<file path="src/rtl/axi_pkg.sv">
// Shared AXI4 encodings, FSM states and latched-request layout for axi_master_bridge.
// Pure declarations: no latency, no backpressure.
package axi_pkg;

  localparam logic [1:0] AXI_BURST_INCR  = 2'b01;
  localparam logic [1:0] AXI_RESP_OKAY   = 2'b00;
  localparam logic [1:0] AXI_RESP_SLVERR = 2'b10;
  localparam logic [1:0] AXI_RESP_DECERR = 2'b11;

  typedef enum logic [2:0] {
    ST_IDLE,
    ST_AR,
    ST_R,
    ST_AW,
    ST_W,
    ST_B
  } state_t;

  typedef struct packed {
    logic [31:0] addr;
    logic [7:0]  len;
    logic [2:0]  size;
    logic [7:0]  wstrb;
  } req_t;

  function automatic logic [7:0] clamp_len(input logic [7:0] len, input logic [7:0] max_len);
    return (len > max_len) ? max_len : len;
  endfunction

endpackage

</file>
<file path="src/rtl/axi_master_bridge.sv">
// Single-outstanding CPU request -> AXI4 INCR burst master; AXI_MASTER_RESP_CHECK_EN adds sticky err.
// Latency: 1 cycle accept + 1 cycle AR/AW (min) + one cycle per data beat; done is combinational on the last handshake.
// Backpressure: cpu_rready/cpu_wvalid pass straight through to rready/wvalid; req_ready only in IDLE.
module axi_master_bridge
  import axi_pkg::*;
#(
  parameter logic [3:0] TXN_ID    = 4'd0,
  parameter int         MAX_BEATS = 8
) (
  input  logic        aclk,
  input  logic        aresetn,

  input  logic        req_valid,
  output logic        req_ready,
  input  logic        req_we,
  input  logic [31:0] req_addr,
  input  logic [7:0]  req_len,
  input  logic [2:0]  req_size,
  input  logic [7:0]  req_wstrb,

  input  logic [63:0] cpu_wdata,
  input  logic        cpu_wvalid,
  output logic        cpu_wready,
  output logic [63:0] cpu_rdata,
  output logic        cpu_rvalid,
  output logic        cpu_rlast,
  input  logic        cpu_rready,
  output logic        done,
  output logic        err,

  output logic [31:0] araddr,
  output logic [3:0]  arid,
  output logic [7:0]  arlen,
  output logic [2:0]  arsize,
  output logic [1:0]  arburst,
  output logic [1:0]  arlock,
  output logic [3:0]  arcache,
  output logic [2:0]  arprot,
  output logic        arvalid,
  input  logic        arready,

  input  logic [3:0]  rid,
  input  logic [63:0] rdata,
  input  logic [1:0]  rresp,
  input  logic        rlast,
  input  logic        rvalid,
  output logic        rready,

  output logic [31:0] awaddr,
  output logic [3:0]  awid,
  output logic [7:0]  awlen,
  output logic [2:0]  awsize,
  output logic [1:0]  awburst,
  output logic [1:0]  awlock,
  output logic [3:0]  awcache,
  output logic [2:0]  awprot,
  output logic        awvalid,
  input  logic        awready,

  output logic [3:0]  wid,
  output logic [63:0] wdata,
  output logic [7:0]  wstrb,
  output logic        wlast,
  output logic        wvalid,
  input  logic        wready,

  input  logic [3:0]  bid,
  input  logic [1:0]  bresp,
  input  logic        bvalid,
  output logic        bready
);

  localparam logic [7:0] MAX_LEN = 8'(MAX_BEATS - 1);

  state_t     state, state_nxt;
  req_t       req_q;
  logic [7:0] beat_cnt;
  logic       r_hs, w_hs, b_hs, last_beat;

  assign last_beat = (beat_cnt == req_q.len);
  assign r_hs      = (state == ST_R) && rvalid && cpu_rready;
  assign w_hs      = (state == ST_W) && cpu_wvalid && wready;
  assign b_hs      = (state == ST_B) && bvalid;

  always_ff @(posedge aclk) begin
    if (!aresetn) begin
      state    <= ST_IDLE;
      req_q    <= '0;
      beat_cnt <= '0;
    end else begin
      state <= state_nxt;
      if (state == ST_IDLE && req_valid) begin
        req_q.addr  <= req_addr;
        req_q.len   <= clamp_len(req_len, MAX_LEN);
        req_q.size  <= req_size;
        req_q.wstrb <= req_wstrb;
        beat_cnt    <= '0;
      end else if ((r_hs || w_hs) && beat_cnt != 8'hFF) begin
        // Saturate so a slave that never sends rlast cannot wrap the count.
        beat_cnt <= beat_cnt + 8'd1;
      end
    end
  end

  always_comb begin
    state_nxt  = state;
    req_ready  = 1'b0;
    arvalid    = 1'b0;
    awvalid    = 1'b0;
    rready     = 1'b0;
    cpu_rvalid = 1'b0;
    wvalid     = 1'b0;
    cpu_wready = 1'b0;
    bready     = 1'b0;
    done       = 1'b0;
    unique case (state)
      ST_IDLE: begin
        req_ready = aresetn;
        if (req_valid) state_nxt = req_we ? ST_AW : ST_AR;
      end
      ST_AR: begin
        arvalid = 1'b1;
        if (arready) state_nxt = ST_R;
      end
      ST_R: begin
        rready     = cpu_rready;
        cpu_rvalid = rvalid;
        if (r_hs && rlast) begin
          done      = 1'b1;
          state_nxt = ST_IDLE;
        end
      end
      ST_AW: begin
        awvalid = 1'b1;
        if (awready) state_nxt = ST_W;
      end
      ST_W: begin
        wvalid     = cpu_wvalid;
        cpu_wready = wready;
        if (w_hs && last_beat) state_nxt = ST_B;
      end
      ST_B: begin
        bready = 1'b1;
        if (bvalid) begin
          done      = 1'b1;
          state_nxt = ST_IDLE;
        end
      end
      default: state_nxt = ST_IDLE;
    endcase
  end

  assign araddr  = req_q.addr;
  assign arid    = TXN_ID;
  assign arlen   = req_q.len;
  assign arsize  = req_q.size;
  assign arburst = AXI_BURST_INCR;
  assign arlock  = 2'b00;
  assign arcache = 4'b0000;
  assign arprot  = 3'b000;

  assign awaddr  = req_q.addr;
  assign awid    = TXN_ID;
  assign awlen   = req_q.len;
  assign awsize  = req_q.size;
  assign awburst = AXI_BURST_INCR;
  assign awlock  = 2'b00;
  assign awcache = 4'b0000;
  assign awprot  = 3'b000;

  assign wid   = TXN_ID;
  assign wdata = cpu_wdata;
  assign wstrb = req_q.wstrb;
  assign wlast = (state == ST_W) && last_beat;

  assign cpu_rdata = rdata;
  assign cpu_rlast = rlast && cpu_rvalid;

`ifdef AXI_MASTER_RESP_CHECK_EN
  logic        err_q;
  logic [31:0] cyc_cnt;
  logic        r_err, b_err;

  // An rlast that disagrees with the beat count is flagged even though the burst still ends on rlast.
  assign r_err = r_hs && ((rresp != AXI_RESP_OKAY) || (rid != TXN_ID) || (rlast != last_beat));
  assign b_err = b_hs && ((bresp != AXI_RESP_OKAY) || (bid != TXN_ID));

  always_ff @(posedge aclk) begin
    if (!aresetn) begin
      err_q   <= 1'b0;
      cyc_cnt <= '0;
    end else begin
      cyc_cnt <= cyc_cnt + 32'd1;
      if (r_err || b_err) begin
        err_q <= 1'b1;
        $display("axi_master_bridge: response error at cycle %0d addr 0x%08h", cyc_cnt, req_q.addr);
      end
    end
  end

  assign err = err_q;
`else
  logic unused_resp;
  assign unused_resp = ^{rid, rresp, bid, bresp, b_hs};
  assign err = 1'b0;
`endif

endmodule

</file>
<file path="config.mk">
export PLATFORM = sky130hd
export DESIGN_NAME = axi_master_bridge
export DESIGN_NICKNAME = d
export VERILOG_FILES = /design/src/rtl/axi_pkg.sv /design/src/rtl/axi_master_bridge.sv
export SDC_FILE = /design/constraint.sdc
export NUM_CORES = 1
export LEC_CHECK = 0
export ABC_AREA = 1
export CELL_PAD_IN_SITES_DETAIL_PLACEMENT = 1
export CELL_PAD_IN_SITES_GLOBAL_PLACEMENT = 1
export CORE_AREA = 2 2 184 186
export DETAILED_ROUTE_END_ITERATION = 16
export DIE_AREA = 0 0 186 188
export PLACE_DENSITY = 0.71
export SLEW_MARGIN = 20
export SYNTH_ARGS = -nofsm -noshare
export SYNTH_HDL_FRONTEND = slang
export SYNTH_SLANG_ARGS = --single-unit
</file>
<file path="constraint.sdc">
create_clock -name aclk -period 1.4 [get_ports aclk]
set_clock_uncertainty 0.15 [all_clocks]
set_input_delay 0.28 -clock aclk [delete_from_list [all_inputs] [get_ports aclk]]
set_output_delay 0.28 -clock aclk [all_outputs]
set_load 0.02 [all_outputs]
</file>
==> results of run 1 <==
[metal layers]
| metal | GRT usage, % | share of wire, % | vias to the layer above |
|---|---|---|---|
| li1 | - | - | 1635 |
| met1 | 8.13 | 37 | 1649 |
| met2 | 14.6 | 49 | 177 |
| met3 | 3.09 | 8.2 | 84 |
| met4 | 5.75 | 5.6 | 0 |
| met5 | 0 | 0 | - |
[sequential cells by signal (all words and copies together) (netlist names)]
signal	cells
araddr	32
wstrb	8
arsize	3
arlen	8
beat_cnt	8
state	3
[through the flow]
stage,utilization [%],cell area (um^2)
final,18.1,6000
after global routing,18.1,6000
after CTS,17.5,5780
after detailed placement,16.1,5340
after global placement,16.1,5340
after floorplan,-,4260
[timing repair]
| item | 4_1_cts | 5_1_grt |
|---|---|---|
| buffers inserted | 9 | 7 |
| hold endpoints to repair | 0 | 0 |
| pin swaps | 27 | 27 |
| resized for setup | 538 | 63 |
| endpoints found under the setup margin | 167 | 92 |
| gates cloned | 4 | 1 |
[power breakdown]
group	internal [uW]	leakage (uW)	switching [uW]
combinational	2380	0.00190	2900
sequential	2110	0.000516	274
clock	1660	0.000162	937
total	6140	0.00258	4110
[logic make-up after synthesis]
logic type / after synthesis
compound gates: 67
simple gates: 173
other cells: 2
xor+xnor: 6
flops: 62
buf+inv: 250
fa+ha+maj: 1
[layout make-up]
| type | instances | area, um^2 | area share, % |
|---|---|---|---|
| sequential | 62 | 1280 | 21.3 |
| tap | 448 | 561 | 9.34 |
| clock buffer | 11 | 253 | 4.21 |
| timing repair buffer | 240 | 2080 | 34.6 |
| multi-input combinational | 283 | 1610 | 26.9 |
| clock inverter | 5 | 81.3 | 1.35 |
| inverter | 29 | 141 | 2.35 |
[how the worst min path moves through the flow]
| stage | startpoint | to | slack, ns | cells after the start |
|---|---|---|---|---|
| 6_report | wstrb[4]$_SDFFE_PN0P_ | wstrb[4]$_SDFFE_PN0P_ | 0.31 | 2 |
| 5_1_grt | req_size[1] | arsize[1]$_SDFFE_PN0P_ | 0.33 | 3 |
| 4_1_cts | req_size[1] | arsize[1]$_SDFFE_PN0P_ | 0.30 | 3 |
| 3_5_place_dp | wstrb[1]$_SDFFE_PN0P_ | wstrb[1]$_SDFFE_PN0P_ | 0.31 | 2 |
| 3_3_place_gp | wstrb[2]$_SDFFE_PN0P_ | wstrb[2]$_SDFFE_PN0P_ | 0.30 | 2 |
| 2_1_floorplan | aresetn | state[1]$_SDFFE_PN0P_ | 0.24 | 2 |
[cells in the mapped netlist (2+ instances only)]
master | number | area share [%]
sky130_fd_sc_hd__inv_2 | 2 | 0.18
sky130_fd_sc_hd__clkbuf_1 | 6 | 0.55
sky130_fd_sc_hd__buf_2 | 7 | 0.85
sky130_fd_sc_hd__inv_1 | 26 | 2.4
sky130_fd_sc_hd__nor2_4 | 3 | 0.82
sky130_fd_sc_hd__nand2_1 | 119 | 11
sky130_fd_sc_hd__nand3_1 | 11 | 1.3
sky130_fd_sc_hd__nor3_1 | 5 | 0.61
sky130_fd_sc_hd__conb_1 | 2 | 0.18
sky130_fd_sc_hd__a21oi_1 | 54 | 6.6
sky130_fd_sc_hd__nand2_2 | 4 | 0.61
sky130_fd_sc_hd__buf_4 | 206 | 38
sky130_fd_sc_hd__xnor2_1 | 5 | 1.1
sky130_fd_sc_hd__o21ai_0 | 9 | 1.1
sky130_fd_sc_hd__dfxtp_1 | 62 | 30
sky130_fd_sc_hd__a31oi_1 | 2 | 0.30
sky130_fd_sc_hd__nor2_1 | 25 | 2.3
[worst min-delay path, delay by kind of cell (launching register included)]
family	cells	cell delay (ns)
flops	1	0.30
compound gates	1	0.05
simple gates	1	0.06
==> results list, run 1 <==
* Library cell appearing most often on the critical path: sky130_fd_sc_hd__nand2_8
- At the end of the flow, the number of nets in the layout was between 800 and 900.
- Fraction of the mapped netlist area in adder cells: less than 1%
* Hpwl dp: 10600 um
* Fill cell count: 3942
* Number of synthesized flops with an enable pin: 0
- The number of hold buffers added after CTS was 0.
- The final critical path takes up 129% of the cycle.
* Maximum vdd ir drop: about 0.53 mV
* Total congestion overflow after global routing: 0
* Initial antenna violation count: 0
- Leaving out fill and tap cells, the most frequent cell in the layout is sky130_fd_sc_hd__nand2_1.
- In this run, synthesis produced a sequential element count of 62.
* Synthesis Warnings: 0
* Most frequent cells in the layout: 109 x sky130_fd_sc_hd__nand2_1, 76 x sky130_fd_sc_hd__buf_2, 61 x sky130_fd_sc_hd__clkdlybuf4s50_1
- Synthesis produced a netlist whose cell count is roughly 560.
* Worst r2r src: state[1]$_SDFFE_PN0P_
- The endpoint identified for the worst register-to-register timing path is beat_cnt[0]$_SDFFE_PP0P_.
- The finished layout holds roughly 1.1k standard cells, fillers aside.
- TritonCTS built the clock tree.
- Tracing the worst setup path back leads to its startpoint at state[1]$_SDFFE_PN0P_.
- Netlist Area Pre-Place: around 0.004 mm^2
- Wires add up to 15400 um.
- The worst setup path is of the flop to flop kind.
* Worst setup EP type: flop
* Ratio of total power to cell area: 1710 mW/mm^2
- The count of pins over their slew limit is 0.
- OpenSTA, run right after detailed placement, puts the worst setup slack at -0.835 ns.
* CP Data Required Time: ~1.5 ns
- Setup slack of the most critical reg-to-reg path: -0.41 ns
- The region available for standard cell placement spans 0.0331 mm^2.
- Hold timing on the final database bottoms out at a slack of ~0.31 ns.
- Number of vias per cell: 3.29
- Setup total negative slack on the finished layout was measured at -19.54 ns.
- Dividing the synthesized area by the synthesized cell count gives 7.34 um^2.
- Antenna cell count: 0
- Largest family of logic cells by synthesized area: buffers and inverters
- For the worst flop-to-flop path, the logic depth is 10.
- Row generation in the floorplan step produced between 60 and 70 rows.
- Summing the areas of all xor and xnor instances in the mapped netlist gives 1.28% of the synthesized area.
- Clock root buffer: sky130_fd_sc_hd__clkbuf_16
- In the global route stage, overall resource usage came out at around 8.4%.
- The smallest clock period supported by the final layout is computed as 1.81 ns.
- For this design the static power due to leakage is approximately 0.0026 uW.
* Vertical die dimension: 188 um
- Clock slew at the register clock pins of the worst setup and hold paths: approximately 0.060 ns
* Ordered list of cells on the worst path: buf_6 -> nor2_4 -> nand2_4 -> nor2_4 -> buf_6 -> nand2_8 -> nand2_8 -> nand2_8 -> or2_1 -> a21oi_2
* IO buf count: between 150 and 200
- Summing the sequential cell areas from Yosys gives 30.2% of the chip area.
- Of the cells placed in the final design, the portion with a size suffix greater than 1 is a little under half.
- For this run, the slowest stage of the critical path takes around 0.37 ns.
- CTS saw between 60 and 70 sinks.
- Category of cells accounting for the largest share of critical-path delay: simple AND/OR/NAND/NOR gates
* RD Place Congestion: around 0.67
* Count of routing violations after the opening detailed-route iteration: between 60 and 70
* Crit path DAT: roughly 1.9 ns
* Multiplexer fraction of the synthesized cell area: 0%
- Top FF cell, synth: sky130_fd_sc_hd__dfxtp_1
- The critical path runs through a total of 10 cells.
- After detailed routing, the average wire length per cell comes to around 14 um.
- The routed layout has roughly 3.5k vias.
- Summing the areas of all compound-gate instances in the mapped netlist gives between 8 and 9% of the synthesized area.
- The run finished, with violations left.
- Clock tree synthesis inserted a total of 9 buffers.
- Number of optimization iterations in the first detailed-route pass: 4
- Pin count of the biggest net entering global routing: between 40 and 50
* Actual slew at the worst max-slew pin: between 0.6 and 0.7 ns
* Number of distinct library cells after synthesis: 30
- The hold violation count in the final report was 0.
- Simple-Gate Fraction of Synth Area: approximately 18%
* # H-tree levels: 3
- Critical path's slowest cell: sky130_fd_sc_hd__dfxtp_4
- Setup repair after global routing could not meet its margin everywhere.
- Maximum achievable frequency: between 500 and 600 MHz
- Number of global-route vias before repair: between 3k and 4k
* Setup Viol. Count Final: 75
* Worst skew pair latency: roughly 0.34 ns
* Area added between synthesis and finish: 45.9%
- Overall die area: 0.0350 mm^2
* Remaining DRCs: 0
- Worst Hold Class: flop to flop
- The die is 186 um wide.
* Critical path buffer and inverter count: 2
- Remaining max-slew budget at the tightest pin: 58.3%
* Buffers from clock root to sink, at most: 2
- The most critical setup path has its endpoint at beat_cnt[0]$_SDFFE_PP0P_.
* Setup slack of the critical path after layout: -0.410 ns
- Counting flops with an async set or reset pin after synthesis yields a share of 0%.
- The detail route stage leaves a number of antenna-violating nets equal to 0.
* Total I/O pin count: between 400 and 500
- Power, Total: 10300 uW
* Wire length of the first global-routing pass: roughly 21000 um
- Category of the worst setup path launch point: flop
* Starting Density: approximately an eighth
* Max Cap Violations: 0
- Of all nets on the critical path, the largest fanout is 6.
- The final reports fail on setup timing.
- Counting tap cells, the placed design contains a total of 1045 instances.
Note: power is estimated with default switching activity, not from simulation.
==> run 2: changes to the inputs <==
Settings changed: CAP_MARGIN set to 40, PLACE_DENSITY 0.71 to 0.68.
Clock period 1.4 ns to 2 ns, I/O delays scaled along.
==> run 2 against run 1 <==
The flow now finishes without violations. Core utilization fell by 1.3 points. Wire length decreased by 9.6%. Via count is 3.8% lower. Register-to-register slack better by 0.56 ns. Sequential share of layout area increased by 1.1 points. Final cell count is 2.0% lower. Total power down 40%. Global-route usage down 0.78 points. Hold slack gained 0.011 ns. Setup slack improved by 0.45 ns. Non-clock buffer count fell by 22. First-iteration DRC count decreased by 15%. Critical endpoint is now done. Highest routed layer is now met5.
==> results list, run 2 (same netlist as run 1, synthesis figures left out) <==
* Core region area: 0.0331 mm^2 (unchanged)
- The clock-pin slew of the registers on the worst-case setup and hold paths was 0.06 ns (about the same).
- Based on the critical path, the design can be clocked at up to 511 MHz.
- Worst skew pair latency: 0.34 ns (about the same)
- Post-route antenna net violation count: 0 (unchanged)
* Count of routing violations after the opening detailed-route iteration: 55 (-15%)
- Quantity of hold-fixing buffers added after cts: 0 (unchanged)
* Hold Violations, Final: 0 (unchanged)
- The pin count of the biggest net entering global routing is 46 (unchanged).
- Number of vias per cell: 3.23 (-1.8%)
* Actual slew at the worst max-slew pin: 0.635 ns (+0.00972 ns)
- The post-DP HPWL was 10400 um (-1.9%).
- Category of the worst setup path launch point: input port
- The worst setup slack after layout is 0.0439 ns (+0.454 ns).
- The horizontal extent of the die was 186 um (unchanged).
- The area of the die came to 0.0350 mm^2 (unchanged).
* Cts bufs inserted: 9 (unchanged)
* Remaining max-slew budget at the tightest pin: 57.7% (-0.65 points)
- Area added between synthesis and finish: 35.1%
- Ratio of cells with drive above 1 in the final layout: 16.5% (-29 points)
- The number of antenna violations at the first check in global routing was 3 (+3).
- Final critical-path share of the clock period: approximately 98%
- NumNets Final: 806 (-2.8%)
- TritonCTS clock tree: yes
* Worst setup slack before clock tree synthesis: -0.523 ns (+0.312 ns)
* Count of placed standard cells in the final layout, fillers left out: 1056 (-2.0%)
- The detailed-route DRC error count came to 0 (unchanged).
- Total congestion overflow after global routing: 0 (unchanged)
* Number of global-route vias before repair: 3533 (-5.0%)
- The maximum resistive drop on vdd was 0.331 mV (-38%).
* Largest fanout of any net on the critical path: 2 (-4)
- The post-placement cell count was 1036 (-0.86%).
* Worst Hold Class: flop to flop
- Outcome: completed
- WS Path Type: input port to output pin
- In this run the most critical hold path is launched from wstrb[6]$_SDFFE_PN0P_.
* Clock root buffer: sky130_fd_sc_hd__clkbuf_16
- The starting density of the core was 12.4% (unchanged).
* Ratio of total power to cell area: 1110 mW/mm^2 (-35%)
- The static leakage is 0.00227 uW (-12%).
* Fill cell count: 3952 (+0.25%)
- Post-layout minimum cycle time: a little under 2 ns
- Global Route Usage Sum: 7.58% (-0.78 points)
- The startpoint identified for the worst register-to-register timing path is beat_cnt[0]$_SDFFE_PP0P_.
- The H-tree depth was 3 (unchanged).
- The clock sink count was 62 (unchanged).
- FF-to-FF End: beat_cnt[2]$_SDFFE_PP0P_
* Crit path DAT: 1.41 ns (-0.53 ns)
- The worst setup path is captured at an output pin.
- Setup repair after global routing could not meet its margin everywhere.
* Total I/O pin count: 471 (unchanged)
- Max Cap Violations: 0 (unchanged)
- Leaving out fill and tap cells, the most frequent cell in the layout is sky130_fd_sc_hd__clkdlybuf4s50_1.
- Non-Filler Cell Area, Final: 0.00556 mm^2 (-7.4%)
- The global-route wire length before repair is 19300 um (-10%).
* IO buf count: 167 (unchanged)
- The final wirelength is 13900 um (-9.6%).
* Utilization of the core after routing: 16.8% (-1.3 points)
- Via count: 3411 (-3.8%)
- The mean routed wirelength per cell was 13.2 um (-7.7%).
- The number of flip-flops in the largest register was 32 (unchanged).
- The number of optimization iterations in the first detailed-route pass is 4 (unchanged).
- CP Data Required Time: 1.45 ns (-0.08 ns)
- The cell count of the worst reg-to-reg path was 10 (unchanged).
- Sink of the worst hold path: wstrb[6]$_SDFFE_PN0P_
* RD Place Congestion: 0.696 (+3.9%)
- Num rows: 67 (unchanged)
* Vertical die dimension: 188 um (unchanged)
- The instance count along the most critical hold path was 2 (unchanged).
- The register-to-register path setup slack came to 0.15 ns (+0.56 ns).
- In the layout the commonest cells are 140 x sky130_fd_sc_hd__clkdlybuf4s50_1, 118 x sky130_fd_sc_hd__nand2_1, 60 x sky130_fd_sc_hd__dfxtp_1.
* Setup Viol. Count Final: 0 (-100%)
- The count of pins over their slew limit came to 0 (unchanged).
* Cell Area, Placed: 0.00524 mm^2 (-1.9%)
- Buffers from clock root to sink, at most: 2 (unchanged)
==> run 2: timing repair <==
action                                  4_1_cts  5_1_grt
endpoints found under the setup margin       23       20
endpoints found under the hold margin         0        0
cloned                                        0        1
gates resized for setup                      57       21
buffers inserted                              2        0
pin swaps                                     1        1
==> run 2: area by class of cell <==
class / count / area (um^2) / area share [%]
Sequential cell: 62 / 1240 / 22.4
Clock buffer: 10 / 239 / 4.30
Clock inverter: 6 / 37.5 / 0.675
Inverter: 29 / 114 / 2.05
Multi-Input combinational cell: 282 / 1310 / 23.5
Tap cell: 448 / 561 / 10.1
Timing Repair Buffer: 218 / 2060 / 37.0
Antenna cell: 1 / 2.50 / 0.0450
==> run 2: worst max path at each step <==
stage | start | slack, ns | endpoint
after detailed placement | rvalid | -0.52 | done
after CTS | rvalid | -0.01 | done
after floorplan | state[1]$_SDFFE_PN0P_ | 0.13 | done
after global placement | rvalid | -0.55 | done
final | rvalid | 0.04 | done
after global routing | beat_cnt[1]$_SDFFE_PP0P_ | -0.04 | wlast
==> run 2: power by group <==
part / internal (uW) / switching, uW / total [uW] / leakage, uW
Sequential: 1450 / 163 / 1620 / 0.000507
Combinational: 1340 / 1710 / 3050 / 0.00163
Clock: 865 / 630 / 1500 / 0.000130
Total: 3660 / 2510 / 6160 / 0.00227
==> run 2: per-layer routing <==
layer	track usage (%)	share of wire (%)	vias up
li1	-	-	1584
met1	7.04	36	1567
met2	13.2	50	180
met3	3.26	9.1	76
met4	5.39	5.3	4
met5	0	0.17	-
==> run 2: metrics by stage <==
stage                     setup TNS, ns  power (uW)  hold slack, ns
final                                 0        6160           0.318
after CTS                      -0.00973        6230           0.321
after global placement            -2.33        4590           0.302
after global routing            -0.0399        6650           0.350
after floorplan                       0        3680           0.323
after detailed placement          -2.60        4650           0.310
==> run 2: worst max-delay path, stage by stage <==
cell,delay (ns)
sky130_fd_sc_hd__clkdlybuf4s50_1,0.50
sky130_fd_sc_hd__inv_2,0.06
sky130_fd_sc_hd__nor2_4,0.11
sky130_fd_sc_hd__nand2_2,0.06
sky130_fd_sc_hd__o21ai_2,0.14
sky130_fd_sc_hd__buf_6,0.14
==> run 3: changes to the inputs <==
Settings changed: SKIP_LAST_GASP set to 1.
==> run 3 against run 2 <==
Hold slack about the same. Wire length fell by 0.14%. Sequential cell count did not move. Sequential share of layout area barely moved. Combinational power about the same. Final area rose by 0.32%. Via count is 0.41% higher. Global-route usage is essentially flat. Setup slack lost 0.014 ns. Non-clock buffer count unchanged. Critical path type unchanged. Largest cell class unchanged.
==> results list, run 3 (same netlist as run 1, synthesis figures left out) <==
* Flip-flop count of the largest register after layout: 32 (unchanged)
- Non-Filler Cell Area, Final: 0.00558 mm^2 (+0.32%)
- The number of buffers on the longest clock path came to 2 (unchanged).
- Crit path DAT: 1.42 ns (about the same)
- Post-route worst hold slack: 0.317 ns (-0.000101 ns)
* Worst hold path depth: 2 (unchanged)
* Actual slew at the worst max-slew pin: 0.632 ns (-0.00283 ns)
* WS Path Type: input port to output pin
- Remaining DRCs: 0 (unchanged)
* Num rows: 67 (unchanged)
* Number of vias per cell: 3.24 (+0.41%)
* Clock sink count: 62 (unchanged)
- The chip height was 188 um (unchanged).
- Sink of the worst hold path: wstrb[6]$_SDFFE_PN0P_
* Initial antenna violation count: 3 (unchanged)
- The via count of the first global-routing pass was 3539 (+0.17%).
- Area added between synthesis and finish: 35.5%
- Overall die area: 0.0350 mm^2 (unchanged)
- The pin count of the biggest net entering global routing is 46 (unchanged).
- Clock slew at the register clock pins of the worst setup and hold paths: 0.06 ns (about the same)
- Starting Density: 12.4% (unchanged)
* Number of optimization iterations in the first detailed-route pass: 4 (unchanged)
- In this run the most critical hold path is launched from wstrb[6]$_SDFFE_PN0P_.
- Wire length of the first global-routing pass: 19300 um (about the same)
- The worst relative slew slack was 57.9% (+0.19 points).
* CP Data Required Time: 1.45 ns (about the same)
- The total power consumption of the routed design is 6160 uW (about the same).
- The minimum clock period after layout came to 1.97 ns (+0.0136 ns).
* Global Route Usage Sum: 7.59% (about the same)
- Setup slack of the most critical reg-to-reg path: 0.15 ns (about the same)
* Unrepaired setup endpoints after global routing: yes
- The post-DP HPWL was 10400 um (unchanged).
- Average wire length per cell after detail routing: 13.1 um (-0.14%)
* Core region area: 0.0331 mm^2 (unchanged)
- Count of routing violations after the opening detailed-route iteration: 50 (-9.1%)
- The max-cap check violation count was 0 (unchanged).
- The maximum resistive drop on vdd was 0.330 mV (-0.43%).
- NumNets Final: 806 (unchanged)
- Post-route antenna net violation count: 0 (unchanged)
- FF-to-FF End: beat_cnt[5]$_SDFFE_PP0P_
* Setup Viol. Count Final: 0 (unchanged)
* RD Place Congestion: 0.696 (unchanged)
- The via total after detailed routing came to 3425 (+0.41%).
- The final period utilization was 98.5% (+0.68 points).
- STA classifies the critical path startpoint as an input port.
- Cell depth of the worst flop-to-flop path: 10 (unchanged)
- Placed cell count: 1036 (unchanged)
- The count of buffers inserted at the top-level ports is 167 (unchanged).
* Largest fanout of any net on the critical path: 2 (unchanged)
* Most frequent cells in the layout: 140 x sky130_fd_sc_hd__clkdlybuf4s50_1, 115 x sky130_fd_sc_hd__nand2_1, 57 x sky130_fd_sc_hd__dfxtp_1
- Count of placed standard cells in the final layout, fillers left out: 1056 (unchanged)
- Most frequent standard cell in the layout excluding fill and tap cells: sky130_fd_sc_hd__clkdlybuf4s50_1
- Ratio of cells with drive above 1 in the final layout: 18.1% (+1.6 points)
- STA classifies the critical path endpoint as an output pin.
- The standard cell area after detailed placement came to 0.00524 mm^2 (unchanged).
- Total congestion overflow after global routing: 0 (unchanged)
- In this run the critical register-to-register path is launched from beat_cnt[0]$_SDFFE_PP0P_.
* Reported leakage power: 0.00227 uW (+0.24%)
- TritonCTS built the clock tree.
- Fill cell count: 3951 (-0.025%)
- # H-tree levels: 3 (unchanged)
* Worst skew pair latency: 0.34 ns (about the same)
- Ratio of total power to cell area: 1100 mW/mm^2 (-0.36%)
- Clock root buffer: sky130_fd_sc_hd__clkbuf_16
* Outcome: completed
- Total I/O pin count: 471 (unchanged)
- Total detailed-routing wirelength: 13900 um (-0.14%)
- The tightest min-delay check is of the flop to flop type.
- Hold Violations, Final: 0 (unchanged)
- The final sum of negative setup slack is 0 ns (unchanged).
- The count of pins over their slew limit was 0 (unchanged).
- The TritonCTS buffer count is 9 (unchanged).
- The highest achievable clock rate was 508 MHz (-0.69%).
* Horizontal extent of the die: 186 um (unchanged)
## run 3: cell count changes in the layout (fill, tap and decap cells not counted), moves of 2 or more
cell / delta
sky130_fd_sc_hd__dfxtp_1: -3
sky130_fd_sc_hd__dfxtp_2: +2
sky130_fd_sc_hd__inv_1: -2
sky130_fd_sc_hd__nand2_2: +3
sky130_fd_sc_hd__inv_2: +2
sky130_fd_sc_hd__nand2_1: -3
## run 3: layout make-up
cell class / count / area, um^2 / share of cell area (%)
Timing Repair Buffer: 218 / 2050 / 36.8
Multi-Input combinational cell: 282 / 1320 / 23.7
Sequential cell: 62 / 1250 / 22.4
Tap cell: 448 / 561 / 10.0
Clock buffer: 10 / 239 / 4.28
Inverter: 29 / 114 / 2.04
Clock inverter: 6 / 37.5 / 0.673
Antenna cell: 1 / 2.50 / 0.0449
## run 3: where the power goes
group	total [uW]	internal (uW)	switching (uW)	leakage [uW]
Clock	1490	865	628	0.000130
Sequential	1620	1450	163	0.000509
Combinational	3050	1340	1710	0.00163
## run 3: worst max-delay path by stage
| stage | from | endpoint |
|---|---|---|
| after detailed placement | rvalid | done |
| final | rvalid | done |
| after global routing | state[1]$_SDFFE_PN0P_ | araddr[0]$_SDFFE_PN0P_ |
| after floorplan | state[1]$_SDFFE_PN0P_ | done |
| after global placement | rvalid | done |
| after CTS | rvalid | done |
## run 3: repair_timing
item                                   4_1_cts  5_1_grt
cloned                                       0        1
pin swaps                                    1        5
hold buffers                                 0        0
resized for setup                           50       38
buffers inserted                             2        0
endpoints found under the hold margin        0        0
setup endpoints to repair                   23       20
## run 3: stage by stage
stage	utilization, %	worst slack (ns)
after global routing	16.8	-0.0258
after global placement	15.8	-0.553
after detailed placement	15.8	-0.523
after CTS	16.6	-0.232
after floorplan	-	0.128
final	16.8	0.0304
## run 3: critical path, stage by stage
cell and delay, ns:
sky130_fd_sc_hd__clkdlybuf4s50_1 0.47, sky130_fd_sc_hd__inv_1 0.08, sky130_fd_sc_hd__nor2_4 0.12, sky130_fd_sc_hd__nand2_2 0.06, sky130_fd_sc_hd__o21ai_2 0.12, sky130_fd_sc_hd__buf_4 0.16
## run 3: layer usage
layer	global-route usage, %	part of all wire, %
met1	7.04	35
met4	5.39	5.3
met3	3.26	9.3
met2	13.2	50
met5	0	0.17
==> variant 1, RTL diff (config.mk and constraints of run 2) <==
Add a define of `AXI_MASTER_RESP_CHECK_EN`.
--- a/src/rtl/axi_master_bridge.sv
+++ b/src/rtl/axi_master_bridge.sv
@@ -2,4 +2,6 @@
 // Latency: 1 cycle accept + 1 cycle AR/AW (min) + one cycle per data beat; done is combinational on the last handshake.
 // Backpressure: cpu_rready/cpu_wvalid pass straight through to rready/wvalid; req_ready only in IDLE.
+`define AXI_MASTER_RESP_CHECK_EN
+
 module axi_master_bridge
   import axi_pkg::*;
Behaviour: not the same (Yosys sat finds a counterexample within 4 cycles, from zero or initial values and one cycle with aresetn low).
==> variant 1 against run 2 <==
- via count rose by 1.5%
- sequential cell count rose by 1
- die area did not move
- clock power rose by 8%
- cell count rose by 1.6%
- total power rose by 13%
- non-clock buffer count fell by 10
- core utilization rose by 0.63 points
- count of clock-buffer cells in the layout rose by 2
- routed wire length rose by 4.3%
- first-iteration DRC count rose by 60%
- setup slack improved by 0.010 ns
- final area rose by 3.8%
- area after synthesis rose by 4.0%
- critical endpoint is now cpu_wready
==> variant 1: results (changes against run 2) <==
| Metric | Value |
|---|---|
| Sw frac | `40.2% (-0.45 points)` |
| Asr flop ratio synth | `0% (unchanged)` |
| Synth warn | `0 (unchanged)` |
| Fin nets | `823 (+2.1%)` |
| Routed WL per cell | `13.5 um (+2.7%)` |
| CP peak stage delay | `0.34 ns (-0.16 ns)` |
| LEAKAGE | `0.00231 uW (+1.7%)` |
| Largest net degree at the start of global routing | `49 (+6.5%)` |
| Status | `complete, no violations` |
| Antenna violations before repair | `1 (-2)` |
| Number of distinct library cells after synthesis | `33 (+10%)` |
| First-pass DRT Iterations | `4 (unchanged)` |
| Vias in the first global route | `3599 (+1.9%)` |
| Max VDD drop | `0.492 mV (+48%)` |
| Worst Hold End | `arlen[7]` |
| Commonest cells post-synth | `buf_4, nor2_1, dfxtp_1` |
| Port bufs | `180 (+7.8%)` |
| Area contributors post-synth | `buf_4, dfxtp_1, nor2_1` |
| GRT Util Overall | `8.10% (+0.52 points)` |
| FF-to-FF Start | `state[0]` |
| Setup slack after placement | `-0.513 ns (+0.0101 ns)` |
| 1st-iter DRT viols | `88 (+60%)` |
| Worst path slowest cell | `dfxtp_2` |
| Post-detail-place hpwl | `11.3 mm (+8.0%)` |
| Slew @ Worst Pin | `0.519 ns (-0.115 ns)` |
| Layout cells sized above 1 | `17.0% (+0.51 points)` |
| Worst path top cell family by delay | `simple AND/OR/NAND/NOR gates` |
| Routability cong. | `0.706 (+1.4%)` |
| R2R Setup Slk | `0.22 ns (+0.07 ns)` |
| First-pass GRT wire length | `20.4 mm (+5.4%)` |
| FF-to-FF End | `arlen[0]` |
| DP Area | `5360 um^2 (+2.1%)` |
| Worst r2r path cells | `8 (-2)` |
| Hold_sp | `arlen[7]` |
| Vias | `3461 (+1.5%)` |
| Critical path fanouts, max | `4 (+2)` |
| Seq/Total Area, Yosys | `29.5% (-0.69 points)` |
-- variant 1: area by class of cell --
class	count	area (um^2)
Fill cell	3972	27300
Timing Repair Buffer	208	2040
Multi-Input combinational cell	304	1460
Sequential cell	63	1290
Tap cell	448	561
Clock buffer	12	246
Inverter	33	129
Clock inverter	4	45.0
Antenna cell	1	2.50
-- variant 1: how the worst max path moves through the flow --
| stage | startpoint | endpoint | slack [ns] | cells past startpoint |
|---|---|---|---|---|
| 2_1_floorplan | state[2] | done | 0.15 | 5 |
| 5_1_grt | arlen[2] | wlast | -0.03 | 6 |
| 3_5_place_dp | cpu_rready | done | -0.51 | 6 |
| 3_3_place_gp | cpu_rready | done | -0.52 | 6 |
| 4_1_cts | cpu_rready | done | -0.01 | 6 |
| 6_report | state[0] | cpu_wready | 0.05 | 5 |
-- variant 1: timing repair --
| action | CTS | global route |
|---|---|---|
| hold buffers | 0 | 0 |
| setup buffers | 1 | 2 |
| hold endpoints to repair | 0 | 0 |
| gates resized for setup | 51 | 23 |
| endpoints found under the setup margin | 20 | 9 |
| pin swaps | 2 | 10 |
-- variant 1: per-stage QoR --
step                std cells  hold slack, ns
detailed placement       1054           0.328
floorplan                 620           0.323
CTS                      1070           0.337
global placement         1054           0.323
global route             1072           0.338
finish                   1073           0.315
-- variant 1: routing by layer --
metal / vias up / track usage, % / part of all wire, %
met2: 185 / 13.3 / 46
met5: - / 0 / 0
li1: 1651 / - / -
met3: 67 / 3.79 / 11
met4: 0 / 5.54 / 5.3
met1: 1558 / 8.13 / 38
-- variant 1: cell families (layout without fill, tap and decap cells) --
kind of cell	count (synthesis)	in the layout	share of synthesized area, %
buffers and inverters	253	257	40.7
and+or+nand+nor	201	201	20.7
AOI/OAI and AO/OA	64	64	7.81
DFF	63	63	29.5
xor gates and xnor gates	4	4	0.819
other	2	35	0.176
adders and majority gates	1	1	0.292
-- variant 1: tightest hold or removal path: stages (launching register included) --
cell     delay [ns]
dfxtp_2        0.34
inv_1          0.05
nor2_1         0.03
-- variant 1: power groups by stage --
stage               registers (uW)  logic, uW  clock network [uW]
finish                        1890       3460                1620
global route                  1950       3740                1770
CTS                           1900       3500                1730
detailed placement            1910       3480                   0
global placement              1890       3440                   0
floorplan                     2220       2040                   0
==> variant 2, RTL diff (config.mk and constraints of run 2) <==
Without the edit above. The 6 states of `state_t` get a Gray code encoding in 3 bits.
--- a/src/rtl/axi_pkg.sv
+++ b/src/rtl/axi_pkg.sv
@@ -9,10 +9,10 @@
 
   typedef enum logic [2:0] {
-    ST_IDLE,
-    ST_AR,
-    ST_R,
-    ST_AW,
-    ST_W,
-    ST_B
+    ST_IDLE = 3'b000,
+    ST_AR   = 3'b001,
+    ST_R    = 3'b011,
+    ST_AW   = 3'b010,
+    ST_W    = 3'b110,
+    ST_B    = 3'b111
   } state_t;
 
Function: no difference found for any inputs over 4 cycles, from zero or initial values and one cycle with aresetn low; so few cycles prove little.
==> variant 2 against run 2 <==
- routed wire length fell by 5.4%
- total power grew 8.6%
- setup slack better by 0.025 ns
- sequential cell count unchanged
- first-iteration DRC count up 40%
- final area is 2.3% higher
- area after synthesis rose by 3.9%
- combinational power up 10%
==> variant 2: results (changes against run 2) <==
| Metric | Value |
|---|---|
| Worst path slowest cell | `dfxtp_4` |
| Commonest cells post-synth | `buf_4, nor2_1, dfxtp_1` |
| Worst r2r path cells | `9 (-1)` |
| DP Area | `5390 um^2 (+2.8%)` |
| Seq/Total Area, Yosys | `29.0% (-1.1 points)` |
| Max VDD drop | `0.428 mV (+29%)` |
| Antenna violations before repair | `2 (-1)` |
| Start point of the critical path | `state[1]` |
| Minimum clock period | `1.93 ns (-0.0251 ns)` |
| Critical path fanouts, max | `4 (+2)` |
| Status | `complete, no violations` |
| Worst Hold End | `arlen[7]` |
| Grt met3 use | `3.77% (+0.50 points)` |
| Buffering overhead | `35.9% (-1.1 points)` |
| Fin nets | `820 (+1.7%)` |
| Final clock-cell share | `4.73% (-0.25 points)` |
| First-pass GRT wire length | `19.2 mm (-0.57%)` |
| Post-detail-place hpwl | `10.1 mm (-2.8%)` |
| R2R Setup Slk | `0.28 ns (+0.13 ns)` |
| Metal2 WL | `5.87 mm (-15%)` |
| P_comb | `3360 uW (+10%)` |
| Hold_sp | `arlen[7]` |
| Sw power | `2730 uW (+8.9%)` |
| Vias | `3395 (-0.47%)` |
| CP peak stage delay | `0.37 ns (-0.13 ns)` |
| Multi-input logic area | `1420 um^2 (+8.6%)` |
| Met1 wire length | `5.31 mm (+7.5%)` |
| Area contributors post-synth | `buf_4, dfxtp_1, nor2_1` |
| GRT Util Overall | `7.43% (-0.15 points)` |
| Layout cells sized above 1 | `18.5% (+2.0 points)` |
| Met3 wire length | `1.28 mm (+1.2%)` |
| WHS | `0.328 ns (+0.0108 ns)` |
| Comb_multi_in | `293 (+3.9%)` |
| Bufs w/o clock | `214 (-1.8%)` |
| Routability cong. | `0.711 (+2.2%)` |
| Clock power share | `22.0% (-2.3 points)` |
| Clock buffer cells | `11 (+1)` |
| Largest net degree at the start of global routing | `38 (-17%)` |
| Critical Path End | `awvalid` |
variant 2: cell count changes after synthesis, moves of 5 or more:
| cell | delta |
|---|---|
| inv_1 | +9 |
| buf_4 | +5 |
| nor2_1 | +87 |
| o21ai_1 | +8 |
| a21oi_1 | -49 |
| o21ai_0 | +32 |
| a21oi_2 | +5 |
| nand2_1 | -79 |
| nand2_2 | +7 |
variant 2: cells by family after synthesis:
kind of cell	after synthesis	share of synthesized area, %
adder cells (fa/ha/maj)	1	0.293
XOR/XNOR	8	1.64
AND/OR/NAND/NOR	188	19.4
buffers and inverters	259	41.8
AO/OA/AOI/OAI	61	7.73
flip-flops	62	29.0
other	2	0.176
variant 2: repair_timing:
action | CTS | global route
buffers inserted | 0 | 1
pin swaps | 1 | 1
resized for setup | 52 | 19
setup endpoints to repair | 20 | 13
variant 2: metrics by stage:
step	TNS [ns]	cells
after floorplan	0	614
after global placement	-1.71	1052
after detailed placement	-2.06	1052
after CTS	-0.0261	1068
after global routing	-0.0390	1069
final	0	1070
